### config.mk
export PLATFORM = sky130hd
export DESIGN_NAME = fb_write_arbiter
export DESIGN_NICKNAME = d
export VERILOG_FILES = /design/src/rtl/fb_pkg.sv /design/src/rtl/fb_fill_engine.sv /design/src/rtl/fb_write_arbiter.sv
export SDC_FILE = /design/constraint.sdc
export NUM_CORES = 1
export LEC_CHECK = 0
export ABC_AREA = 1
export CAP_MARGIN = 25
export CORE_ASPECT_RATIO = 2
export CORE_MARGIN = 2
export CORE_UTILIZATION = 58
export DETAILED_ROUTE_END_ITERATION = 6
export DONT_BUFFER_PORTS = 1
export PLACE_DENSITY = 0.76
export SYNTH_ARGS = -nofsm -noshare
export SYNTH_HDL_FRONTEND = slang
export SYNTH_HIERARCHICAL = 1
export SYNTH_SLANG_ARGS = --single-unit
### constraint.sdc
create_clock -name cpu_clk -period 1.76 [get_ports cpu_clk]
set_clock_uncertainty 0.1 [all_clocks]
set_input_delay 0.176 -clock cpu_clk [delete_from_list [all_inputs] [get_ports cpu_clk]]
set_output_delay 0.176 -clock cpu_clk [all_outputs]
set_load 0.005 [all_outputs]
### src/rtl/fb_pkg.sv
// fb_pkg: shared framebuffer widths, depth, arbitration limit and fill FSM encoding
package fb_pkg;
  localparam int DEF_ADDR_W = 15;
  localparam int DEF_DATA_W = 32;
  localparam int FB_WORDS = 32768;
  localparam int DEF_STARVE_MAX = 4;
  typedef enum logic [1:0] {IDLE, RUN, DRAIN, DONE} fill_state_t;
endpackage

### src/rtl/fb_fill_engine.sv
// fb_fill_engine: fill FSM with address/remaining counters and busy/done flags
module fb_fill_engine import fb_pkg::*; #(
  parameter int ADDR_W = DEF_ADDR_W,
  parameter int DATA_W = DEF_DATA_W,
  parameter int FB_DEPTH = FB_WORDS
) (
  input  logic              clk,
  input  logic              rst,
  input  logic              fill_start,
  input  logic [ADDR_W-1:0] fill_base,
  input  logic [15:0]       fill_len,
  input  logic [DATA_W-1:0] fill_pattern,
  input  logic              fill_abort,
  input  logic              fill_grant,
  input  logic              out_fill,
  input  logic              fb_ready,
  output logic              fill_req,
  output logic [ADDR_W-1:0] fill_addr,
  output logic [DATA_W-1:0] fill_data,
  output logic              fill_busy,
  output logic              fill_done
);
  fill_state_t state;
  logic [15:0] remaining;
  logic [ADDR_W-1:0] next_addr;
  assign fill_req = state == RUN;
  assign next_addr = fill_addr == ADDR_W'(FB_DEPTH - 1) ? '0 : fill_addr + 1'b1;
  always_ff @(posedge clk)
    if (rst) begin
      state <= IDLE;
      remaining <= '0;
      fill_addr <= '0;
      fill_data <= '0;
      fill_busy <= 1'b0;
      fill_done <= 1'b0;
    end else
      case (state)
        IDLE: if (fill_start) begin
          fill_addr <= fill_base;
          fill_data <= fill_pattern;
          remaining <= fill_len;
          state <= fill_len != '0 ? RUN : DONE;
          fill_busy <= 1'b1;
          fill_done <= fill_len == '0;
        end
        RUN: begin
          if (fill_grant) begin
            fill_addr <= next_addr;
            remaining <= remaining - 1'b1;
          end
          if (fill_abort || (fill_grant && remaining == 16'd1)) state <= DRAIN;
        end
        DRAIN: if (!out_fill || fb_ready) begin
          state <= DONE;
          fill_done <= 1'b1;
        end
        DONE: begin
          state <= IDLE;
          fill_busy <= 1'b0;
          fill_done <= 1'b0;
        end
      endcase
endmodule

### src/rtl/fb_write_arbiter.sv
// fb_write_arbiter: shares the framebuffer write port between CPU stores and the fill engine
module fb_write_arbiter import fb_pkg::*; #(
  parameter int ADDR_W = DEF_ADDR_W,
  parameter int DATA_W = DEF_DATA_W,
  parameter int FB_DEPTH = FB_WORDS,
  parameter int STARVE_MAX = DEF_STARVE_MAX
) (
  input  logic              cpu_clk,
  input  logic              sys_rst,
  input  logic [ADDR_W-1:0] cpu_addr,
  input  logic [DATA_W-1:0] cpu_data,
  input  logic              cpu_w_en,
  output logic              cpu_ready,
  input  logic              fill_start,
  input  logic [ADDR_W-1:0] fill_base,
  input  logic [15:0]       fill_len,
  input  logic [DATA_W-1:0] fill_pattern,
  input  logic              fill_abort,
  output logic              fill_busy,
  output logic              fill_done,
  output logic [ADDR_W-1:0] fb_addr,
  output logic [DATA_W-1:0] fb_data,
  output logic              fb_w_en,
  input  logic              fb_ready
);
  localparam int SW = $clog2(STARVE_MAX + 1);
  logic load_en, fill_req, fill_win, cpu_grant, fill_grant, out_fill;
  logic [SW-1:0] starve_cnt;
  logic [ADDR_W-1:0] fill_addr;
  logic [DATA_W-1:0] fill_data;
  assign load_en = !fb_w_en | fb_ready;
  assign fill_win = fill_req & (!cpu_w_en | starve_cnt == SW'(STARVE_MAX));
  assign cpu_grant = load_en & cpu_w_en & !fill_win;
  assign fill_grant = load_en & fill_win;
  assign cpu_ready = cpu_grant;
  fb_fill_engine #(.ADDR_W(ADDR_W), .DATA_W(DATA_W), .FB_DEPTH(FB_DEPTH)) u_fill (
    .clk(cpu_clk),
    .rst(sys_rst),
    .fill_start(fill_start),
    .fill_base(fill_base),
    .fill_len(fill_len),
    .fill_pattern(fill_pattern),
    .fill_abort(fill_abort),
    .fill_grant(fill_grant),
    .out_fill(out_fill),
    .fb_ready(fb_ready),
    .fill_req(fill_req),
    .fill_addr(fill_addr),
    .fill_data(fill_data),
    .fill_busy(fill_busy),
    .fill_done(fill_done)
  );
  always_ff @(posedge cpu_clk)
    if (sys_rst) begin
      fb_w_en <= 1'b0;
      fb_addr <= '0;
      fb_data <= '0;
      out_fill <= 1'b0;
      starve_cnt <= '0;
    end else begin
      if (load_en) begin
        fb_w_en <= cpu_grant | fill_grant;
        out_fill <= fill_grant;
        if (cpu_grant | fill_grant) begin
          fb_addr <= fill_grant ? fill_addr : cpu_addr;
          fb_data <= fill_grant ? fill_data : cpu_data;
        end
      end
      starve_cnt <= !fill_req || fill_grant ? '0 : cpu_grant ? starve_cnt + 1'b1 : starve_cnt;
    end
endmodule

# --- Yosys cells after proc, flatten, opt, wreduce, memory -nomap -nowiden ---
# Index checks and enable logic that the tools add are counted.
totals:
  regBits: 119
  latch_bits: 0
  mem_bits_rw: 0
  mem_bits_ro: 0
  in_bits: 116
  output_inout_bits: 51
  n_memories: 0
op_classes:
  add_sub_neg: 3
  multipliers: 0
  div_mod_pow: 0
  magnitude_cmp: 0
  n_eq_ne: 10
  n_shift: 0
  n_mux: 19
  n_bitwise: 7
  reduce_logical: 22
op_table:
  columns: ["op", "n"]
  rows:
  - ["2-to-1 mux 15 bit", 4]
  - ["2-to-1 mux 16 bit", 2]
  - ["2-to-1 mux 32 bit", 1]
  - ["one-hot mux 16 bit (2 select lines)", 1]
  - ["one-hot mux 15 bit (2 select lines)", 1]
  - ["equality test 16 x 1 -> 1 bit (second input constant)", 1]
  - ["zero test 16 bit", 1]
  - ["nonzero test 16 bit", 1]
  - ["subtractor 16 x 1 -> 16 bit (second input constant)", 1]
  - ["adder 15 x 1 -> 15 bit (second input constant)", 1]
  - ["equality test 15 bit (second input constant)", 1]
  - ["AND reduction 3 bit", 3]
  - ["2-to-1 mux 2 bit", 4]
  - ["one-hot mux 2 bit (4 select lines)", 1]
  - ["inequality test 2 x 1 -> 1 bit (second input constant)", 3]
  - ["AND reduction 2 bit", 3]
  - ["zero test 1 bit", 5]
  - ["AND 1 bit", 4]
  - ["equality test 2 bit (second input constant)", 2]
  - ["nonzero test 2 bit", 2]
  - ["adder 3 x 1 -> 3 bit (second input constant)", 1]
  - ["equality test 3 bit (second input constant)", 1]
  - ["logical OR 1 bit", 3]
  - ["2-to-1 mux 1 bit", 3]
  - ["9 further kinds", 11]

# --- Logic depth before layout (Yosys ltp) ---
# Gate-level depths: netlist of the first run.
depth:
  ltp_word: 8
  mapped_depth: 15

# --- By module ---
# Netlist of the first run, hierarchy kept.
by_module_without_submodules:
  columns: ["mod", "instances", "cells_each", "area_each_um2"]
  rows:
  - ["fb_fill_engine", 1, 550, 3578.4]
  - ["fb_write_arbiter", 1, 455, 2947.8]

# --- Worst setup path before layout of the first run ---
# Ideal clock, no wire load.
synth_timing:
  kind: "reg-to-reg"
  startpoint: "register u_fill.state[1]"
  endpoint: "register u_fill.remaining[12]"
  arrival_time_ps: 1752
  t_required_ps: 1592
  setup_slack_ps: -160
  path_stages_with_launch: 12
  synth_period_minus_slack_ps: 1920
  cell_sequence: "dfxtp_1 > inv_1 > ha_1 > buf_4 > nand3_2 > buf_2 > inv_1 > o21ai_4 > buf_6 > buf_6 > nand2_1 > a21oi_2"
synth_between:
  elab_chain_len: 5
  elab_cells_between_ends: 9
  classes_between: "3 x eq/ne; 1 x mux; 2 x bitwise; 3 x reduce/logical"
synth_rtl:
  columns: ["item", "line_no", "rtl"]
  rows:
  - ["start: declaration", "fb_fill_engine.sv:23", "fill_state_t state;"]
  - ["start signal: assignment", "fb_fill_engine.sv:42", "state <= fill_len != '0 ? RUN : DONE;"]
  - ["equality test 2 x 1 -> 1 bit", "fb_fill_engine.sv:26", "assign fill_req = state == RUN;"]
  - ["via fill_req", "fb_write_arbiter.sv:27", "logic load_en, fill_req, fill_win, cpu_grant, fill_grant, out_fill;"]
  - ["AND 1 bit", "fb_write_arbiter.sv:32", "assign fill_win = fill_req & (!cpu_w_en | starve_cnt == SW'(STARVE_MAX));"]
  - ["AND 1 bit", "fb_write_arbiter.sv:34", "assign fill_grant = load_en & fill_win;"]
  - ["via fill_grant", "fb_write_arbiter.sv:27", null]
  - ["inequality test 2 x 1 -> 1 bit (no line)", null, null]
  - ["AND reduction 3 bit (no line)", null, null]
  - ["end signal: assignment", "fb_fill_engine.sv:41", "remaining <= fill_len;"]
  - ["end signal: assignment", "fb_fill_engine.sv:49", "remaining <= remaining - 1'b1;"]
  - ["end: declaration", "fb_fill_engine.sv:24", "logic [15:0] remaining;"]
# The timed path passes the listed nets, and every way through them passes these cells.
# A chain may end at the register's enable or synchronous reset.

# --- Worst setup path in the final report of the first run ---
layout_timing:
  startpoint: "register u_fill.state[1]"
  endpoint: "register u_fill.fill_addr[8]"
layout_between:
  elab_chain_len: 5
  elab_cells_between_ends: 9
  classes_between: "3 x eq/ne; 1 x mux; 2 x bitwise; 3 x reduce/logical"
layout_rtl:
  columns: ["item", "line_no", "rtl"]
  rows:
  - ["equality test 2 x 1 -> 1 bit", "fb_fill_engine.sv:26", null]
  - ["via fill_req", "fb_write_arbiter.sv:27", null]
  - ["AND 1 bit", "fb_write_arbiter.sv:32", null]
  - ["AND 1 bit", "fb_write_arbiter.sv:34", null]
  - ["via fill_grant", "fb_write_arbiter.sv:27", null]
  - ["inequality test 2 x 1 -> 1 bit (no line)", null, null]
  - ["AND reduction 3 bit (no line)", null, null]
  - ["end signal: assignment", "fb_fill_engine.sv:39", "fill_addr <= fill_base;"]
  - ["end signal: assignment", "fb_fill_engine.sv:48", "fill_addr <= next_addr;"]
  - ["end: declaration", "fb_fill_engine.sv:18", "output logic [ADDR_W-1:0] fill_addr,"]
# The timed path passes the listed nets, and every way through them passes these cells.

==> metrics, run 1 <==
Detail Placement HPWL=roughly 13 mm; syn_nets=between 1k and 1.5k; CTS tree=built; Clk Latency, worst-skew pair=0.42 ns; Placement Setup Slack=-0.0423 ns; GR met3 Demand/Resource=8.98%; leakage=~0.004 uW; met2 Resource Use GR=60.4%; Top delay family on crit path=buffers and inverters; Pwr Density=1850 mW/mm2; Final Hold Fails=68; Die Y=roughly 150 um; nets=between 1k and 1.5k; syn_area_per_cell=6.49 um2; unrepaired setup endpoints after global routing=yes; Top cell by count, worst path=inv_4; die outline width=~79 um; commonest non-fill, non-tap cell in the layout=nand2_1; DR iter-0 viols=just over 600; cell taking the most area after synthesis=dfxtp_1; HP Class=in2reg; fin crit period=~1.9 ns; WP data arrival=a little over 2 ns; count of final max-slew check failures=0; setup violators final=19; FF+latch count, synth=~120; final wirelength=around 22 mm; port bufs=0; IO Count=167; Critical Path RT=approximately 2.0 ns; Yosys Warn Count=6; Synth top area share=a little over a third; vias in the first global route=roughly 6.8k; max-slew headroom at the worst pin=about 65%; setup TNS=-0.579 ns; Synth cell types=32; final worst path period share=106%; Overflow after GRT=0; DP Cell Count=approximately 1.1k; initial core utilization=between 50 and 60%; crit end category=flip-flop; Critical path buffers and inverters=6; Synth Instances=between 1k and 1.5k; kind of critical path=reg2reg; clock root buffer=clkbuf_16; Critical-path top delay cell=dfxtp_2; H-tree level count=4; Most Used Layer, Global Route=met2; Mapped Area=~0.0065 mm2; clk buf depth=2; maxcap violations=0; pin count of the biggest net entering global routing=between 60 and 70; routability cong.=just under 0.9; Via density=roughly 5.8; Pre-Repair DR Iteration Count=6; ys flop type=dfxtp_1; status=complete, but fails checks; final core occ=78.5%; Tot GR Track Use=32.9%; # diodes=0; fill cell count=826; global-route wire length before repair=approximately 32 mm; Post-synth EDFFs=0; hold buffer count at cts=50; post-synthesis sequential area ratio=between 30% and 40%; row count=54; M1 GR Usage=32.4%; drt wl/cell=about 17 um; CTS Buf Count=17; post-route setup slack=-0.0982 ns; Area contributors post-synth=dfxtp_1 37%, nand2_1 12%, inv_1 8.6%; post-route insts no fill=~1.2k; Worst-Margin Slew=0.523 ns; commonest non-fill, non-tap cells in the layout=195 x nand2_1, 143 x inv_1, 123 x nor2_1; Vias=a little over 7k; CTS clk-pin slew, worst paths=approximately 0.060 ns; CP peak stage delay=0.36 ns; CP Max Fanout=7; Routed Antenna Nets=0; DRC=0; die area=between 0.01 and 0.015 mm2; Area Growth Syn to Fin=31.7%; Async SR Flop Fraction=0%; clk sinks=about 120; Fmax=538 MHz; failing checks=negative hold slack, negative setup slack; Worst setup SP type=flip-flop; layout cells sized above 1=between 10% and 20%; core area=approximately 0.011 mm2; worst path cell trace=inv_4 > ha_4 > buf_6 > nand3_4 > inv_4 > o21ai_4 > buf_12 > clkinv_8 > clkbuf_16 > o21ai_2 > a21oi_1; VDD IR max=~0.0015 V; initial antenna violation count=0; final hold slack=-0.277 ns
per-stage QoR:
| step | instance area [um2] | power (uW) |
|---|---|---|
| floorplan | 6560 | 8690 |
| global placement | 6860 | 10400 |
| detailed placement | 6860 | 10500 |
| CTS | 8160 | 14400 |
| global route | 8590 | 16900 |
| finish | 8590 | 15900 |
metal layers:
layer,vias to the layer above,share of wire [%]
met1,3342,34
met4,0,5.3
met3,102,7.0
li1,3383,-
met5,-,0
met2,365,54
logic make-up (layout without fill, tap and decap cells):
| logic type | after synthesis | count (layout) | synth area share [%] |
|---|---|---|---|
| AOI/OAI and AO/OA | 176 | 176 | 14.6 |
| xor gates and xnor gates | 5 | 5 | 0.671 |
| and+or+nand+nor | 480 | 480 | 31.8 |
| DFF | 119 | 119 | 36.5 |
| buffers and inverters | 216 | 304 | 14.7 |
| adders and majority gates | 9 | 9 | 1.73 |
where the power goes:
part / switching (uW) / total (uW) / internal, uW
sequential: 794 / 4380 / 3590
clock: 1350 / 3470 / 2130
combinational: 4720 / 8050 / 3340
total: 6860 / 15900 / 9050
timing repair:
action                     in CTS  in global routing
hold endpoints to repair      118                 68
cloned                          4                  5
pin swaps                       3                 28
setup buffers                   7                  3
setup endpoints to repair       8                 85
resized for setup              16                 89
layout make-up:
type                       count  area, um2  area share (%)
timing repair inverter         1       7.51          0.0873
timing repair buffer         118       1370            15.9
multi-input combinational    670       3470            40.4
clock buffer                  18        439            5.11
clock inverter                14        150            1.75
tap                          140        175            2.04
inverter                     153        594            6.92
sequential                   119       2390            27.8
path summary, 6_finish.rpt:
path,from,slack [ns],cells past startpoint,end
setup reg to reg,u_fill/state[1]$_SDFFE_PP0P_,-0.1,11,u_fill/fill_addr[8]$_SDFFE_PP0P_
hold / removal,sys_rst,-0.28,1,u_fill/remaining[8]$_SDFFE_PP0P_
hold reg to reg,out_fill$_SDFFE_PP0N_,0.37,2,out_fill$_SDFFE_PP0N_
setup / recovery,u_fill/state[1]$_SDFFE_PP0P_,-0.1,11,u_fill/fill_addr[8]$_SDFFE_PP0P_
flip-flops by register name, summed over array words and instances, names as in the netlist:
| name | flops |
|---|---|
| starve_cnt | 3 |
| u_fill/fill_done | 1 |
| u_fill/fill_busy | 1 |
| fb_data | 32 |
| u_fill/remaining | 16 |
| fb_w_en | 1 |
| fb_addr | 15 |
| u_fill/fill_addr | 15 |
| u_fill/state | 2 |
| out_fill | 1 |
| u_fill/fill_data | 32 |
synthesized netlist by cell type, types with 5 or more instances:
cell type  count
nand4_1       56
o21ai_1        5
inv_1        150
clkbuf_1      18
nand2_1      211
a21oi_2        8
o21ai_0       64
a21oi_1       91
buf_2         22
xor2_1         5
dfxtp_1      119
buf_6         10
buf_4         12
nand3_1       74
nor2_1       126
ha_1           9
(Power assumes the default switching activity.)
==> inputs of run 2 (changes only) <==
--- a/config.mk
+++ b/config.mk
@@ -7,11 +7,11 @@
 export LEC_CHECK = 0
 export ABC_AREA = 1
 export CAP_MARGIN = 25
-export CORE_ASPECT_RATIO = 2
 export CORE_MARGIN = 2
 export CORE_UTILIZATION = 58
 export DETAILED_ROUTE_END_ITERATION = 6
 export DONT_BUFFER_PORTS = 1
+export GPL_TIMING_DRIVEN = 0
 export PLACE_DENSITY = 0.76
 export SYNTH_ARGS = -nofsm -noshare
 export SYNTH_HDL_FRONTEND = slang
==> run 2 against run 1 <==
  * The flow finishes with violations (negative setup slack)
  * Combinational power is 7.2% lower
  * Critical endpoint is now u_fill/remaining[1]$_SDFFE_PP0P_
  * Setup slack lost 0.048 ns
  * Hold slack better by 0.30 ns
  * Register-to-register slack lost 0.05 ns
  * Global-route usage is 2.2 points higher
  * Largest cell class unchanged
  * Critical path depth is 1 higher
  * Sequential cell count unchanged
  * First-iteration DRC count rose by 41%
  * Non-clock buffer count rose by 88
  * Die area fell by 0.42%
==> metrics, run 2 (synthesis gave the netlist of run 1 again) <==
status=complete, but fails checks (unchanged); failing checks=negative setup slack (was negative hold slack, negative setup slack); # diodes=0 (unchanged); final worst path period share=108% (was 106%); Die Y=110 um (was 154 um); P_int=8970 uW (was 9050 uW); layout cells sized above 1=15.8% (was 17.2%); WP data arrival=2.27 ns (was 2.05 ns); Vias=7,597 (was 7,192); max-slew headroom at the worst pin=51.6% (was 65.2%); Top delay family on crit path=buffers and inverters (unchanged); Pwr Density=1700 mW/mm2 (was 1850 mW/mm2); Fmax=525 MHz (was 538 MHz); CTS tree=built (unchanged); CP Max Fanout=10 (was 7); setup violators final=51 (was 19); IO Count=167 (unchanged); Routed Antenna Nets=0 (unchanged); Sw Share=42.4% (was 43.1%); Worst-Margin Slew=0.725 ns (was 0.523 ns); top flop regs=fb_data: 32 flops, u_fill/fill_data: 32 flops, u_fill/remaining: 16 flops (unchanged); fin crit period=1.91 ns (was 1.86 ns); Area Growth Syn to Fin=39.8% (was 31.7%); crit end category=flip-flop (unchanged); clock root buffer=clkbuf_8 (was clkbuf_16); commonest non-fill, non-tap cells in the layout=195 x nand2_1, 145 x inv_1, 121 x nor2_1 (was 195 x nand2_1, 143 x inv_1, 123 x nor2_1); DR iter-0 viols=873 (was 619); Critical-path top delay cell=dfxtp_2 (unchanged); Pre-Repair DR Iteration Count=6 (unchanged); H-tree level count=4 (unchanged); Overflow after GRT=0 (unchanged); drt wl/cell=17.3 um (was 17.5 um); row count=38 (was 54); Clk Latency, worst-skew pair=0.54 ns (was 0.42 ns); Logic pwr share=48.0% (was 50.6%); vias in the first global route=6,915 (was 6,840); count of final max-slew check failures=0 (unchanged); commonest non-fill, non-tap cell in the layout=nand2_1 (unchanged); nets=1,292 (was 1,205); port bufs=0 (unchanged); switching power=6590 uW (was 6860 uW); initial antenna violation count=0 (unchanged); Final Hold Fails=0 (was 68); VDD IR max=0.00102 V (was 0.00145 V); die outline width=110 um (was 79.0 um); Detail Placement HPWL=13.0 mm (was 12.9 mm); post-route setup slack=-0.146 ns (was -0.0982 ns); Tot GR Track Use=35.1% (was 32.9%); CTS Buf Count=17 (unchanged); leakage=0.00427 uW (was 0.00403 uW); CTS clk-pin slew, worst paths=0.06 ns (about the same); HP Class=in2reg (unchanged); Seq pwr share=28.7% (was 27.6%); register area=0.00240 mm2 (was 0.00239 mm2); DRC=0 (unchanged); Power Total=15,600 uW (was 15,900 uW); final core occ=83.8% (was 78.5%); CP peak stage delay=0.34 ns (was 0.36 ns); Critical path buffers and inverters=5 (was 6); unrepaired setup endpoints after global routing=yes (unchanged); maxcap violations=0 (unchanged); clk buf depth=2 (unchanged); Critical Path RT=2.13 ns (was 1.95 ns); worst path cell trace=inv_2 > ha_4 > nand2_4 > nand2_4 > nand3_4 > buf_8 > inv_6 > o21ai_4 > buf_4 > buf_8 > o21ai_0 > a21oi_1 (was inv_4 > ha_4 > buf_6 > nand3_4 > inv_4 > o21ai_4 > buf_12 > clkinv_8 > clkbuf_16 > o21ai_2 > a21oi_1); Via density=5.76 (was 5.83); final wirelength=22.8 mm (was 21.6 mm); die area=0.0121 mm2 (was 0.0122 mm2); kind of critical path=reg2reg (unchanged); fill cell count=679 (was 826); area of the multi-input gates=0.00342 mm2 (was 0.00347 mm2); Placement Setup Slack=-0.288 ns (was -0.0423 ns); pin count of the biggest net entering global routing=17 (was 68); core area=0.0109 mm2 (about the same); Worst setup SP type=flip-flop (unchanged); routability cong.=0.941 (was 0.876); global-route wire length before repair=32.8 mm (was 31.6 mm); clk sinks=119 (unchanged); clock power share=23.3% (was 21.8%); initial core utilization=59.9% (was 59.6%)
run 2: changes by cell type in the layout (fill, tap and decap cells not counted), sizes merged, moves of 2 or more:
| cell | delta |
|---|---|
| bufbuf | -2 |
| clkbuf | +23 |
| clkinvlp | -3 |
| bufinv | +2 |
| buf | +6 |
| clkinv | -4 |
| dlygate4sd3 | +66 |
run 2: power by group through the flow:
stage	Sequential (uW)	Clock (uW)	Combinational [uW]
3_5_place_dp	4400	0	5640
4_1_cts	4370	3610	6350
5_1_grt	4580	3730	8170
3_3_place_gp	4380	0	5560
2_1_floorplan	4180	0	4510
6_report	4460	3620	7470
run 2: tightest hold or removal path: cells and delay by family:
family                 cells  cell delay [ns]
AO/OA/AOI/OAI              2             0.19
buffers and inverters      2             0.20
AND/OR/NAND/NOR            1             0.06
run 2: area by class of cell:
class                   count  share of cell area (%)
flip-flops and latches    119                    26.3
clock buffers              23                    5.01
repair buffers            143                    15.7
inverters                 153                    6.40
well taps                 140                    1.92
multi-input cells         670                    37.5
plain buffers              63                    5.58
clock inverters             9                    1.62
run 2: what timing repair did:
item / CTS / global route
pin swaps: 10 / 14
gates cloned: 0 / 3
resized for setup: 42 / 91
setup endpoints to repair: 94 / 91
buffers inserted: 18 / 6
hold endpoints to repair: 118 / 0
hold buffers: 116 / 0
run 2: through the flow:
step | cell area [um2] | setup TNS [ns] | cells | hold WS, ns
after floorplan | 6560 | 0 | 1005 | 0.243
after global placement | 6730 | -8.11 | 1145 | 0.245
after detailed placement | 6730 | -9.18 | 1145 | 0.251
after CTS | 8760 | -0.148 | 1311 | 0.0164
after global routing | 9120 | -6.00 | 1320 | 0.0684
final | 9120 | -1.92 | 1320 | 0.0177
run 2: path summary, 6_finish.rpt:
| check | from | to | slack, ns | depth (start not counted) |
|---|---|---|---|---|
| max reg2reg | starve_cnt[1]$_SDFFE_PP0P_ | u_fill/remaining[1]$_SDFFE_PP0P_ | -0.15 | 12 |
| min | cpu_w_en | fb_data[22]$_SDFFE_PP0P_ | 0.02 | 5 |
| max | starve_cnt[1]$_SDFFE_PP0P_ | u_fill/remaining[1]$_SDFFE_PP0P_ | -0.15 | 12 |
| min reg2reg | u_fill/fill_data[29]$_SDFFE_PP0P_ | u_fill/fill_data[29]$_SDFFE_PP0P_ | 0.39 | 2 |
run 2: per-layer routing:
layer | wire [um] | vias to the layer above | track usage (%)
li1 | - | 3539 | -
met1 | 8790 | 3521 | 42.9
met2 | 11000 | 451 | 57.3
met3 | 2200 | 86 | 8.64
met4 | 822 | 0 | 17.8
met5 | 0 | - | 0
